[config.mk]
export PLATFORM = sky130hd
export DESIGN_NAME = uart_arb
export DESIGN_NICKNAME = d
export VERILOG_FILES = /design/src/rtl/uart_pkg.sv /design/src/rtl/rr_pick.sv /design/src/rtl/uart_arb.sv
export SDC_FILE = /design/constraint.sdc
export NUM_CORES = 1
export LEC_CHECK = 0
export CAP_MARGIN = 20
export CORE_ASPECT_RATIO = 1.2
export CORE_MARGIN = 5
export CORE_UTILIZATION = 25
export CTS_CLUSTER_DIAMETER = 150
export DETAILED_ROUTE_END_ITERATION = 16
export PLACE_DENSITY_LB_ADDON = 0.05
export SYNTH_ARGS = -nofsm -noshare
export SYNTH_HDL_FRONTEND = slang
export SYNTH_SLANG_ARGS = --single-unit
[constraint.sdc]
create_clock -name clk -period 2.7 [get_ports clk]
set_input_delay 0.54 -clock clk [delete_from_list [all_inputs] [get_ports clk]]
set_output_delay 0.54 -clock clk [all_outputs]
set_load 0.005 [all_outputs]
[src/rtl/uart_pkg.sv]
// -----------------------------------------------------------------------------
// uart_pkg
// Shared definitions for the uartout byte arbiter (uart_arb) and its
// round-robin picker (rr_pick).
//   state_t  : arbiter FSM states, also exported on uart_arb.dbg_state
//   NREQ_MAX : largest supported number of requesters
//   PTR_W    : width of a requester index / last-winner pointer
// -----------------------------------------------------------------------------
package uart_pkg;

    localparam int NREQ_MAX = 4;
    localparam int PTR_W    = $clog2(NREQ_MAX);

    typedef enum logic [1:0] {
        ST_IDLE      = 2'd0,
        ST_LAUNCH    = 2'd1,
        ST_WAIT_BUSY = 2'd2,
        ST_WAIT_DONE = 2'd3
    } state_t;

endpackage

[src/rtl/rr_pick.sv]
// -----------------------------------------------------------------------------
// rr_pick
// Combinational round-robin winner selection. The search starts at
// (last + 1) mod NREQ and wraps, so the previous winner has lowest priority.
// Ports:
//   req   in  NREQ   active-high request vector
//   last  in  PTR_W  index of the previous winner
//   grant out NREQ   one-hot grant (all zero when nobody requests)
//   valid out 1      at least one request present
// -----------------------------------------------------------------------------
module rr_pick
    import uart_pkg::*;
#(
    parameter int NREQ = 2
) (
    input  logic [NREQ-1:0]  req,
    input  logic [PTR_W-1:0] last,
    output logic [NREQ-1:0]  grant,
    output logic             valid
);

    // Outer loop walks priority order; inner loop maps the rotated position
    // onto a constant bit index so no variable-width select is needed.
    always_comb begin
        grant = '0;
        valid = 1'b0;
        for (int i = 1; i <= NREQ; i++) begin
            for (int j = 0; j < NREQ; j++) begin
                if (!valid && req[j] && (((int'(last) + i) % NREQ) == j)) begin
                    grant[j] = 1'b1;
                    valid    = 1'b1;
                end
            end
        end
    end

endmodule

[src/rtl/uart_arb.sv]
// -----------------------------------------------------------------------------
// uart_arb
// Shares one uartout transmitter between NREQ byte requesters. A winner is
// picked round-robin in IDLE, its byte is latched and launched with a single
// low strobe on tx_n_cs (together with the winner's n_ack), then the FSM
// follows tx_n_rd through busy and back to idle before the next launch.
//
// Handshake: a requester holds n_req[i] low with a stable byte until it sees
// a one-cycle low pulse on n_ack[i]; that pulse coincides with the tx_n_cs
// launch strobe, which is the only cycle the byte is handed to uartout.
//
// Parameters:
//   NREQ     number of requesters (2..4)
//   WAIT_MAX cycles allowed for tx_n_rd to go high after a launch
// Ports:
//   clk       in   1       system clock, rising edge
//   n_rst     in   1       asynchronous active-low reset
//   n_req     in   NREQ    active-low byte requests
//   req_data  in   8*NREQ  byte of requester i at [8i+7:8i]
//   n_lock    in   NREQ    active-low lock (only with UART_ARB_LOCK_EN)
//   n_ack     out  NREQ    active-low one-cycle ack pulse
//   tx_n_cs   out  1       active-low one-cycle launch strobe
//   tx_data   out  8       registered byte for uartout
//   tx_n_rd   in   1       low = transmitter idle, high = frame in progress
//   err       out  1       one-cycle pulse when the transmitter never went busy
//   dbg_state out  2       current FSM state
// Build option: define UART_ARB_LOCK_EN to add the n_lock port.
// -----------------------------------------------------------------------------
module uart_arb
    import uart_pkg::*;
#(
    parameter int NREQ     = 2,
    parameter int WAIT_MAX = 16
) (
    input  logic                clk,
    input  logic                n_rst,
    input  logic [NREQ-1:0]     n_req,
    input  logic [8*NREQ-1:0]   req_data,
`ifdef UART_ARB_LOCK_EN
    input  logic [NREQ-1:0]     n_lock,
`endif
    output logic [NREQ-1:0]     n_ack,
    output logic                tx_n_cs,
    output logic [7:0]          tx_data,
    input  logic                tx_n_rd,
    output logic                err,
    output state_t              dbg_state
);

    localparam int CNT_W = $clog2(WAIT_MAX + 1);

    state_t             state;
    logic [PTR_W-1:0]   last;
    logic [PTR_W-1:0]   win;
    logic [CNT_W-1:0]   cnt;

    logic [NREQ-1:0]    req_vec;
    logic [NREQ-1:0]    grant;
    logic               grant_vld;
    logic [7:0]         grant_byte;
    logic [PTR_W-1:0]   grant_idx;

    assign dbg_state = state;

`ifdef UART_ARB_LOCK_EN
    // While the previous winner keeps its lock low, nobody else may win,
    // even in cycles where that requester has no byte pending.
    logic [NREQ-1:0] last_oh;
    logic            locked;

    always_comb begin
        last_oh = '0;
        for (int j = 0; j < NREQ; j++) begin
            last_oh[j] = (int'(last) == j);
        end
        locked  = |(last_oh & ~n_lock);
        req_vec = locked ? (~n_req & last_oh) : ~n_req;
    end
`else
    assign req_vec = ~n_req;
`endif

    rr_pick #(
        .NREQ (NREQ)
    ) u_pick (
        .req   (req_vec),
        .last  (last),
        .grant (grant),
        .valid (grant_vld)
    );

    // One-hot grant to byte and index.
    always_comb begin
        grant_byte = '0;
        grant_idx  = '0;
        for (int j = 0; j < NREQ; j++) begin
            if (grant[j]) begin
                grant_byte = grant_byte | req_data[8*j +: 8];
                grant_idx  = PTR_W'(j);
            end
        end
    end

    // Strobes and err default to inactive every cycle, which makes them
    // single-cycle pulses without extra clearing logic.
    always_ff @(posedge clk or negedge n_rst) begin
        if (!n_rst) begin
            state   <= ST_IDLE;
            n_ack   <= '1;
            tx_n_cs <= 1'b1;
            tx_data <= 8'h00;
            err     <= 1'b0;
            last    <= PTR_W'(NREQ - 1);
            win     <= '0;
            cnt     <= '0;
        end else begin
            n_ack   <= '1;
            tx_n_cs <= 1'b1;
            err     <= 1'b0;
            case (state)
                ST_IDLE: begin
                    if (!tx_n_rd && grant_vld) begin
                        tx_data <= grant_byte;
                        win     <= grant_idx;
                        n_ack   <= ~grant;
                        tx_n_cs <= 1'b0;
                        state   <= ST_LAUNCH;
                    end
                end
                ST_LAUNCH: begin
                    last  <= win;
                    cnt   <= '0;
                    state <= ST_WAIT_BUSY;
                end
                ST_WAIT_BUSY: begin
                    if (tx_n_rd) begin
                        state <= ST_WAIT_DONE;
                    end else if (cnt == CNT_W'(WAIT_MAX - 1)) begin
                        err   <= 1'b1;
                        state <= ST_IDLE;
                    end else if (cnt != CNT_W'(WAIT_MAX)) begin
                        cnt <= cnt + 1'b1;
                    end
                end
                ST_WAIT_DONE: begin
                    if (!tx_n_rd) begin
                        state <= ST_IDLE;
                    end
                end
                default: state <= ST_IDLE;
            endcase
        end
    end

endmodule

### Word level (Yosys, flattened, before mapping)

Cells that the tools add are included.

| word-level totals | value |
|---|---|
| register bits | 21 |
| input port bits | 21 |
| output and inout bits | 14 |
| word-level logic and storage cells | 74 |

| operators by class | value |
|---|---|
| add/sub/neg operators | 3 |
| equal/unequal tests | 13 |
| multiplexer cells | 26 |
| bitwise logic cells | 5 |
| reduce and logical (&&, ||, !) cells | 19 |

Operators with widths:

| cell | count |
|---|---|
| logical NOT 32 bit | 2 |
| 2-to-1 mux 8 bit | 2 |
| 2-to-1 mux 5 bit | 3 |
| 2-to-1 mux 1 bit | 13 |
| 2-to-1 mux 2 bit | 6 |
| inequality test 2 bit, second input constant | 5 |
| one-hot mux 5 bit (2 select lines) | 1 |
| == test 2 bit, second input constant | 4 |
| logical AND 1 bit | 8 |
| OR 8 bit | 1 |
| one-hot mux 2 bit (4 select lines) | 1 |
| adder 5 x 1 -> 5 bit, second input constant | 1 |
| == test 5 x 4 -> 1 bit, second input constant | 1 |
| inequality test 5 bit, second input constant | 1 |
| logical NOT 1 bit | 4 |
| NOT 2 bit | 2 |
| AND reduction 4 bit | 1 |
| inequality test 3 bit, second input constant | 1 |
| AND reduction 3 bit | 1 |
| adder 1 bit, second input constant | 2 |
| AND 1 bit, first input constant | 2 |
| == test 2 x 1 -> 1 bit, second input constant | 1 |
| logical NOT 2 bit | 1 |
| AND reduction 2 bit | 1 |
| nonzero test 2 bit | 1 |

### Longest topological paths before layout

| logic depth | value |
|---|---|
| depth after elaboration | 20 |
| depth in mapped cells | 6 |
| depth with buffers taken out | 6 |

### Cells and area by module

From an unflattened synthesis, not the netlist that was laid out.

| unflattened totals | value |
|---|---|
| cell total of the unflattened synthesis | 108 |
| area total of the unflattened synthesis | 1037.2 um^2 |

By module, submodules not included:

| module | instances | cells an instance | area each (um^2) | seq. area each (um^2) |
|---|---|---|---|---|
| uart_arb | 1 | 104 | 1012.2 | 530.5 |
| rr_pick | 1 | 4 | 25.0 | 0.0 |

### Least setup slack after synthesis

Ideal clock, no wire load.

| path | value |
|---|---|
| kind | register to register |
| from | register cnt[0] |
| to | register cnt[0] |
| library setup time | 79 ps |
| arrival | 1760 ps |
| required time | 2621 ps |
| path slack | 860 ps |
| stages on the path, launching flop included | 7 |
| path buffers | 0 |
| clock period less this slack | 1840 ps |
| path through | dfrtp_1 -> ha_1 -> and3_1 -> ha_1 -> nor4b_1 -> o41a_2 -> mux2i_1 |

| between the ends | value |
|---|---|
| cells in the longest elaborated chain, start to end | 5 |
| elaborated cells on any way between the ends | 10 |
| those cells by class | add/sub: 1; eq/ne: 4; mux: 4; reduce/logical: 1 |

Ends and longest elaborated chain:

| element | line | text |
|---|---|---|
| from (decl) | uart_arb.sv:55 | `logic [CNT_W-1:0] cnt;` |
| from (signal assigned) | uart_arb.sv:142 | `cnt <= cnt + 1'b1;` |
| adder 5 x 1 -> 5 bit | uart_arb.sv:142 |  |
| 2-to-1 mux 5 bit | uart_arb.sv:141 | `end else if (cnt != CNT_W'(WAIT_MAX)) begin` |
| 2-to-1 mux 5 bit | uart_arb.sv:138 | `end else if (cnt == CNT_W'(WAIT_MAX - 1)) begin` |
| 2-to-1 mux 5 bit | uart_arb.sv:136 | `if (tx_n_rd) begin` |
| one-hot mux 5 bit (2 select lines) | uart_arb.sv:120 | `case (state)` |

Several ways; a longest one is shown, not always the timed one. The select of a mux whose other input is x is not followed.
A chain may end at the register's enable or synchronous reset.

### Worst setup path after layout

Same ends and word-level chain as after synthesis.

==> results by group <==
Floorplanning
  – Initial core utilization: 25.4%
  – Die area: 0.00526 mm^2
  – Top Ports: 35
  – Row count: 25
  – Die Width: 67.0 um
  – DIE HEIGHT: ~78 um
  – Core Area: 0.00385 mm^2

Critical path
  – CP Max Fanout: 5
  – R2r setup slk: between 600 and 700 ps
  – Critical path's slowest cell: nor4b_1
  – Reg-to-reg critical path startpoint: cnt[0]
  – Critical Path Most Common Cell: ha_1
  – Critical Path Source: cnt[0]
  – Kind of critical path: reg -> reg
  – Worst path arrival time: between 2000 and 2500 ps
  – Critical path required time: 2880 ps
  – Crit-path cells: ha_1, and3_1, ha_1, nor4b_1, o41a_2, mux2i_1
  – R2R cell count: 6
  – FF-to-FF End: cnt[0]
  – CP max stage delay: ~450 ps
  – Critical Path End: cnt[0]
  – Critical path launch point type: flip-flop
  – CP Capture Type: flip-flop

Routing
  – Drt first pass iters: 4
  – Post-Route WL: 2.33 mm
  – Final ANT Viol Nets: 0
  – Vias/cell: around 4.3
  – Drt wl/cell: 13.5 um
  – DRC viols: 0
  – Vias: 744
  – DR iter-0 viols: 23

Clock network
  – Num CTS Buffers: 3
  – TritonCTS sink count: 21
  – Clock latency on the worst-skew pair: roughly 260 ps
  – CTS tree: yes
  – Clk root buf: clkbuf_8
  – Post-CTS Setup Bufs: 0
  – CTS resizes: 0
  – Worst-path clk slew: 80 ps
  – H-tree lvl count: 1
  – Maximum clock path buffer count: 2
  – # hold bufs at CTS: 0

STA
  – Post-layout min period: between 2000 and 2500 ps
  – Final Cycle Share: 75.7%
  – Setup TNS: 0 ps
  – Final Hold Fails: 0
  – Setup violations, final: 0
  – Slew headroom: 60.9%
  – Max Slew Vio Count: 0
  – Clock Skews: 1.34 ps
  – Max frequency: 489 MHz
  – Worst-Margin Slew: slightly below 600 ps
  – RSZ-0062 raised after global routing: false

Status
  – Status: completed

GRT
  – GRT overflow: 0
  – Largest net degree at the start of global routing: 22
  – First-pass GRT wire length: 3.85 mm
  – Initial antenna violation count: 0
  – Number of global-route vias before repair: 804
  – Global Route Usage Sum: 9.67%

Synthesis
  – Combinational family with the most area after synthesis: simple AND/OR/NAND/NOR gates
  – Distinct cells, synth: 23
  – Ranking of synthesized cells by area: dfrtp_1 (44%), dfstp_2 (11%), a221o_1 (8.2%), nor2b_1 (6.4%), mux2i_1 (4.1%)
  – XOR/XNOR share of the synthesized area: 0%
  – Fraction of the mapped netlist area in compound gates: roughly 15%
  – Synth async-reset ratio: 100%
  – Dominant register cell in the synthesized netlist: dfrtp_1
  – EDFF count, synth: 0
  – Warnings, synthesis: 0
  – Post-synth top area share: a little over two fifths
  – Adder-cell area share of the yosys netlist: 3.85%
  – Simple-Gate Fraction of Synth Area: 18.5%
  – Multiplexer share of the synthesized area: 5.26%
  – Post-synth top area cell: dfrtp_1
  – Seq cells post-synth: 21
  – Syn avg cell area: 12.2 um^2
  – Syn_nets: 104
  – Register area share after synthesis: 54.4%
  – Post-Syn Instances: 80
  – Cell Area, Synth: around 980 um^2

Pwr
  – Peak supply drop: 0.350 mV
  – Cell Pwr Density: 870 mW/mm^2
  – PnR Total Power: about 1200 uW
  – P_leak: 0.000604 uW

Placement
  – DP HPWL: 1.74 mm
  – RePlAce Congestion: about 0.75
  – I/O Buffers: 34

Finish
  – Nets@finish: around 140
  – Most frequent cells in the layout: clkdlybuf4s50_1 (34), dfrtp_1 (17), nor2b_1 (10)
  – Synth-to-layout area growth: 46.8%
  – Ant diodes: 0
  – Share of cells above drive strength 1: between 10% and 20%
  – Commonest non-fill, non-tap cell in the layout: clkdlybuf4s50_1
  – FILL cells: 406

Run
  – Max cap viols: 0

Worst hold path
  – Worst min path class: reg -> reg
## area by class of cell
type                       instances  area [um^2]  share of cell area, %
clock buffer                       4         45.0                   3.14
multi-input combinational         50          412                   28.7
inverter                           8         30.0                   2.10
tap                               54         67.6                   4.72
sequential                        21          531                   37.0
timing repair buffer              35          348                   24.3
## power by group
part / total [uW] / internal (uW) / leakage [uW] / switching (uW)
combinational: 503 / 311 / 0.000322 / 192
clock: 206 / 105 / 0.0000228 / 101
sequential: 538 / 441 / 0.000259 / 96.6
total: 1250 / 857 / 0.000604 / 390
## Yosys cell counts, drive strengths merged (2+ instances only)
library cell and number:
dfrtp 17, nor2b 10, nand2 9, a221o 8, inv 8, dfstp 4, mux2i 4, ha 3
nor3 3, nor2 2
## routing by layer
layer | vias up | part of all wire [%] | global-route usage (%)
met5 | - | 0 | 0
met4 | 0 | 0.99 | 4.67
met3 | 2 | 7.0 | 3.15
met2 | 18 | 51 | 16.5
met1 | 363 | 41 | 10.5
li1 | 361 | - | -
## flip-flops by register name, indices dropped and copies added (netlist names)
| signal | flops |
|---|---|
| win | 1 |
| tx_data | 8 |
| dbg_state | 2 |
| last | 1 |
| err | 1 |
| n_ack | 2 |
| tx_n_cs | 1 |
| cnt | 5 |
## stage by stage
step | cell area, um^2 | hold WS (ps) | setup WS (ps) | utilization [%] | std cells
after global routing | 1430 | 509 | 526 | 37.2 | 172
after global placement | 1390 | 464 | 399 | 36.1 | 168
final | 1430 | 474 | 655 | 37.2 | 172
after floorplan | 976 | 244 | 860 | - | 80
after detailed placement | 1390 | 463 | 367 | 36.1 | 168
after CTS | 1430 | 481 | 615 | 37.2 | 172
## worst max-delay path, delay by kind of cell, from the launching register on
kind	cells	cell delay (ps)
muxes	1	190
AOI/OAI and AO/OA	1	310
and+or+nand+nor	2	600
adders and majority gates	2	440
DFF	1	430
## worst min path at each step
stage | endpoint | start | cells past startpoint
floorplan | cnt[0] | n_rst | 0
global placement | win[0] | win[0] | 1
detailed placement | win[0] | win[0] | 1
CTS | win[0] | win[0] | 1
global route | win[0] | win[0] | 1
finish | win[0] | win[0] | 1
## logic make-up after synthesis
| kind of cell | after synthesis |
|---|---|
| buffers and inverters | 9 |
| adders and majority gates | 3 |
| AOI/OAI and AO/OA | 13 |
| and+or+nand+nor | 29 |
| muxes | 5 |
| DFF | 21 |
Note: power is estimated with default switching activity, not from simulation.
==> RTL change: new RTL, same flow settings <==
`NREQ` is set to 2 in 2 places; all go to 4. Comments in the files are not updated.
--- a/src/rtl/rr_pick.sv
+++ b/src/rtl/rr_pick.sv
@@ -13,3 +13,3 @@
 #(
-    parameter int NREQ = 2
+    parameter int NREQ = 4
 ) (
--- a/src/rtl/uart_arb.sv
+++ b/src/rtl/uart_arb.sv
@@ -31,3 +31,3 @@
 #(
-    parameter int NREQ     = 2,
+    parameter int NREQ     = 4,
     parameter int WAIT_MAX = 16
Interface: changed (resized n_ack, n_req and req_data); port bits go from 35 to 55. The function was not compared with the original's and may differ.
==> RTL change against the unedited design <==
Combinational power grew 69%. Synthesized area rose by 51%. Cell count is 71% higher. Sequential cell count rose by 4. Maximum frequency shrank 1.4%. Design area rose by 53%. Worst setup slack got worse by 0.028 ns. Utilization up 1.1 points. Via count up 90%. Synthesized cell count up 94%. Power rose by 40%. Wire length increased by 96%.
==> RTL change: results (changes against the unedited design) <==
\begin{tabular}{lr}
\hline
Metric & Value \\
\hline
\multicolumn{2}{l}{\textbf{Global routing}} \\
\quad First-pass GRT wire length & 7.69 mm (was 3.85 mm) \\
\quad Vias in the first global route & 1582 (was 804) \\
\quad Maximum number of pins on one net before global-route repair & 26 (was 22) \\
\multicolumn{2}{l}{\textbf{Setup path}} \\
\quad Critical path endpoint & cnt[3] (was cnt[0]) \\
\multicolumn{2}{l}{\textbf{Power}} \\
\quad Max IR drop VDD & 0.000332 V (was 0.000350 V) \\
\quad Clock network fraction of design power & 0.133 (was 0.165) \\
\quad Combinational power share & 0.488 (was 0.403) \\
\multicolumn{2}{l}{\textbf{Final layout}} \\
\quad Top flop regs & tx\_data x8, cnt x5, n\_ack x4 (was tx\_data x8, cnt x5) \\
\quad Layout cells sized above 1 & 0.136 (was 0.119) \\
\quad Multi-input gates & 116 (was 50) \\
\quad Count of plain and timing-repair buffers & 63 (was 35) \\
\quad Number of clock buffers in the layout & 3 (was 4) \\
\quad Layout fillers & 590 (was 406) \\
\quad Sequential cell area & 634 µm² (was 531 µm²) \\
\quad Invs w/o clock & 6 (was 8) \\
\quad Post-Layout Cell Count & 294 (was 172) \\
\quad Layout Cell Area excl Fill & 0.00219 mm² (was 0.00143 mm²) \\
\multicolumn{2}{l}{\textbf{Logic synthesis}} \\
\quad Sequential fraction of the synthesis area & 0.430 (was 0.544) \\
\quad Total nets after synthesis & 197 (was 104) \\
\multicolumn{2}{l}{\textbf{Placed design}} \\
\quad Post-place setup slack & 0.375 ns (was 0.367 ns) \\
\quad Placer congestion estimate & 0.806 (was 0.745) \\
\quad DPL Wire Length & 3.37 mm (was 1.74 mm) \\
\multicolumn{2}{l}{\textbf{Run status}} \\
\quad Result of the run & finished, final reports clean (unchanged) \\
\multicolumn{2}{l}{\textbf{Detailed routing}} \\
\quad Detailed Route Iter0 Violations & 36 (was 23) \\
\quad Routed length per instance & 15.5 µm (was 13.5 µm) \\
\multicolumn{2}{l}{\textbf{Clock network}} \\
\quad Clock-pin slew on the worst setup and hold paths & 0.10 ns (was 0.08 ns) \\
\multicolumn{2}{l}{\textbf{Timing}} \\
\quad Final hold slack & 0.523 ns (was 0.474 ns) \\
\quad Worst clock skew on the final layout & 0.00704 ns (was 0.00134 ns) \\
\hline
\end{tabular}
==> RTL change: cell types whose count changed in the layout (fill, tap and decap cells not counted), sizes merged, moves of 8 or more <==
cell,unedited run,this run
a221o,8,0
o21ai,1,13
a22oi,0,9
clkdlybuf4s50,34,54
buf,1,9
nor2,2,15
a41oi,0,8
nor3b,0,9
nand2,9,20
==> RTL change: logic make-up after synthesis <==
| family | count (synthesis) | synth area share |
|---|---|---|
| AND/OR/NAND/NOR | 67 | 0.254 |
| AO/OA/AOI/OAI | 43 | 0.224 |
| flip-flops | 25 | 0.430 |
| buffers and inverters | 14 | 0.0441 |
| multiplexers | 3 | 0.0221 |
| adder cells (fa/ha/maj) | 3 | 0.0254 |
==> RTL change: per-layer routing <==
metal,routed length [µm],vias to the layer above,track usage
li1,-,676,-
met1,2000,677,0.164
met2,2230,55,0.216
met3,272,4,0.0278
met4,49,0,0.0465
met5,0,-,0
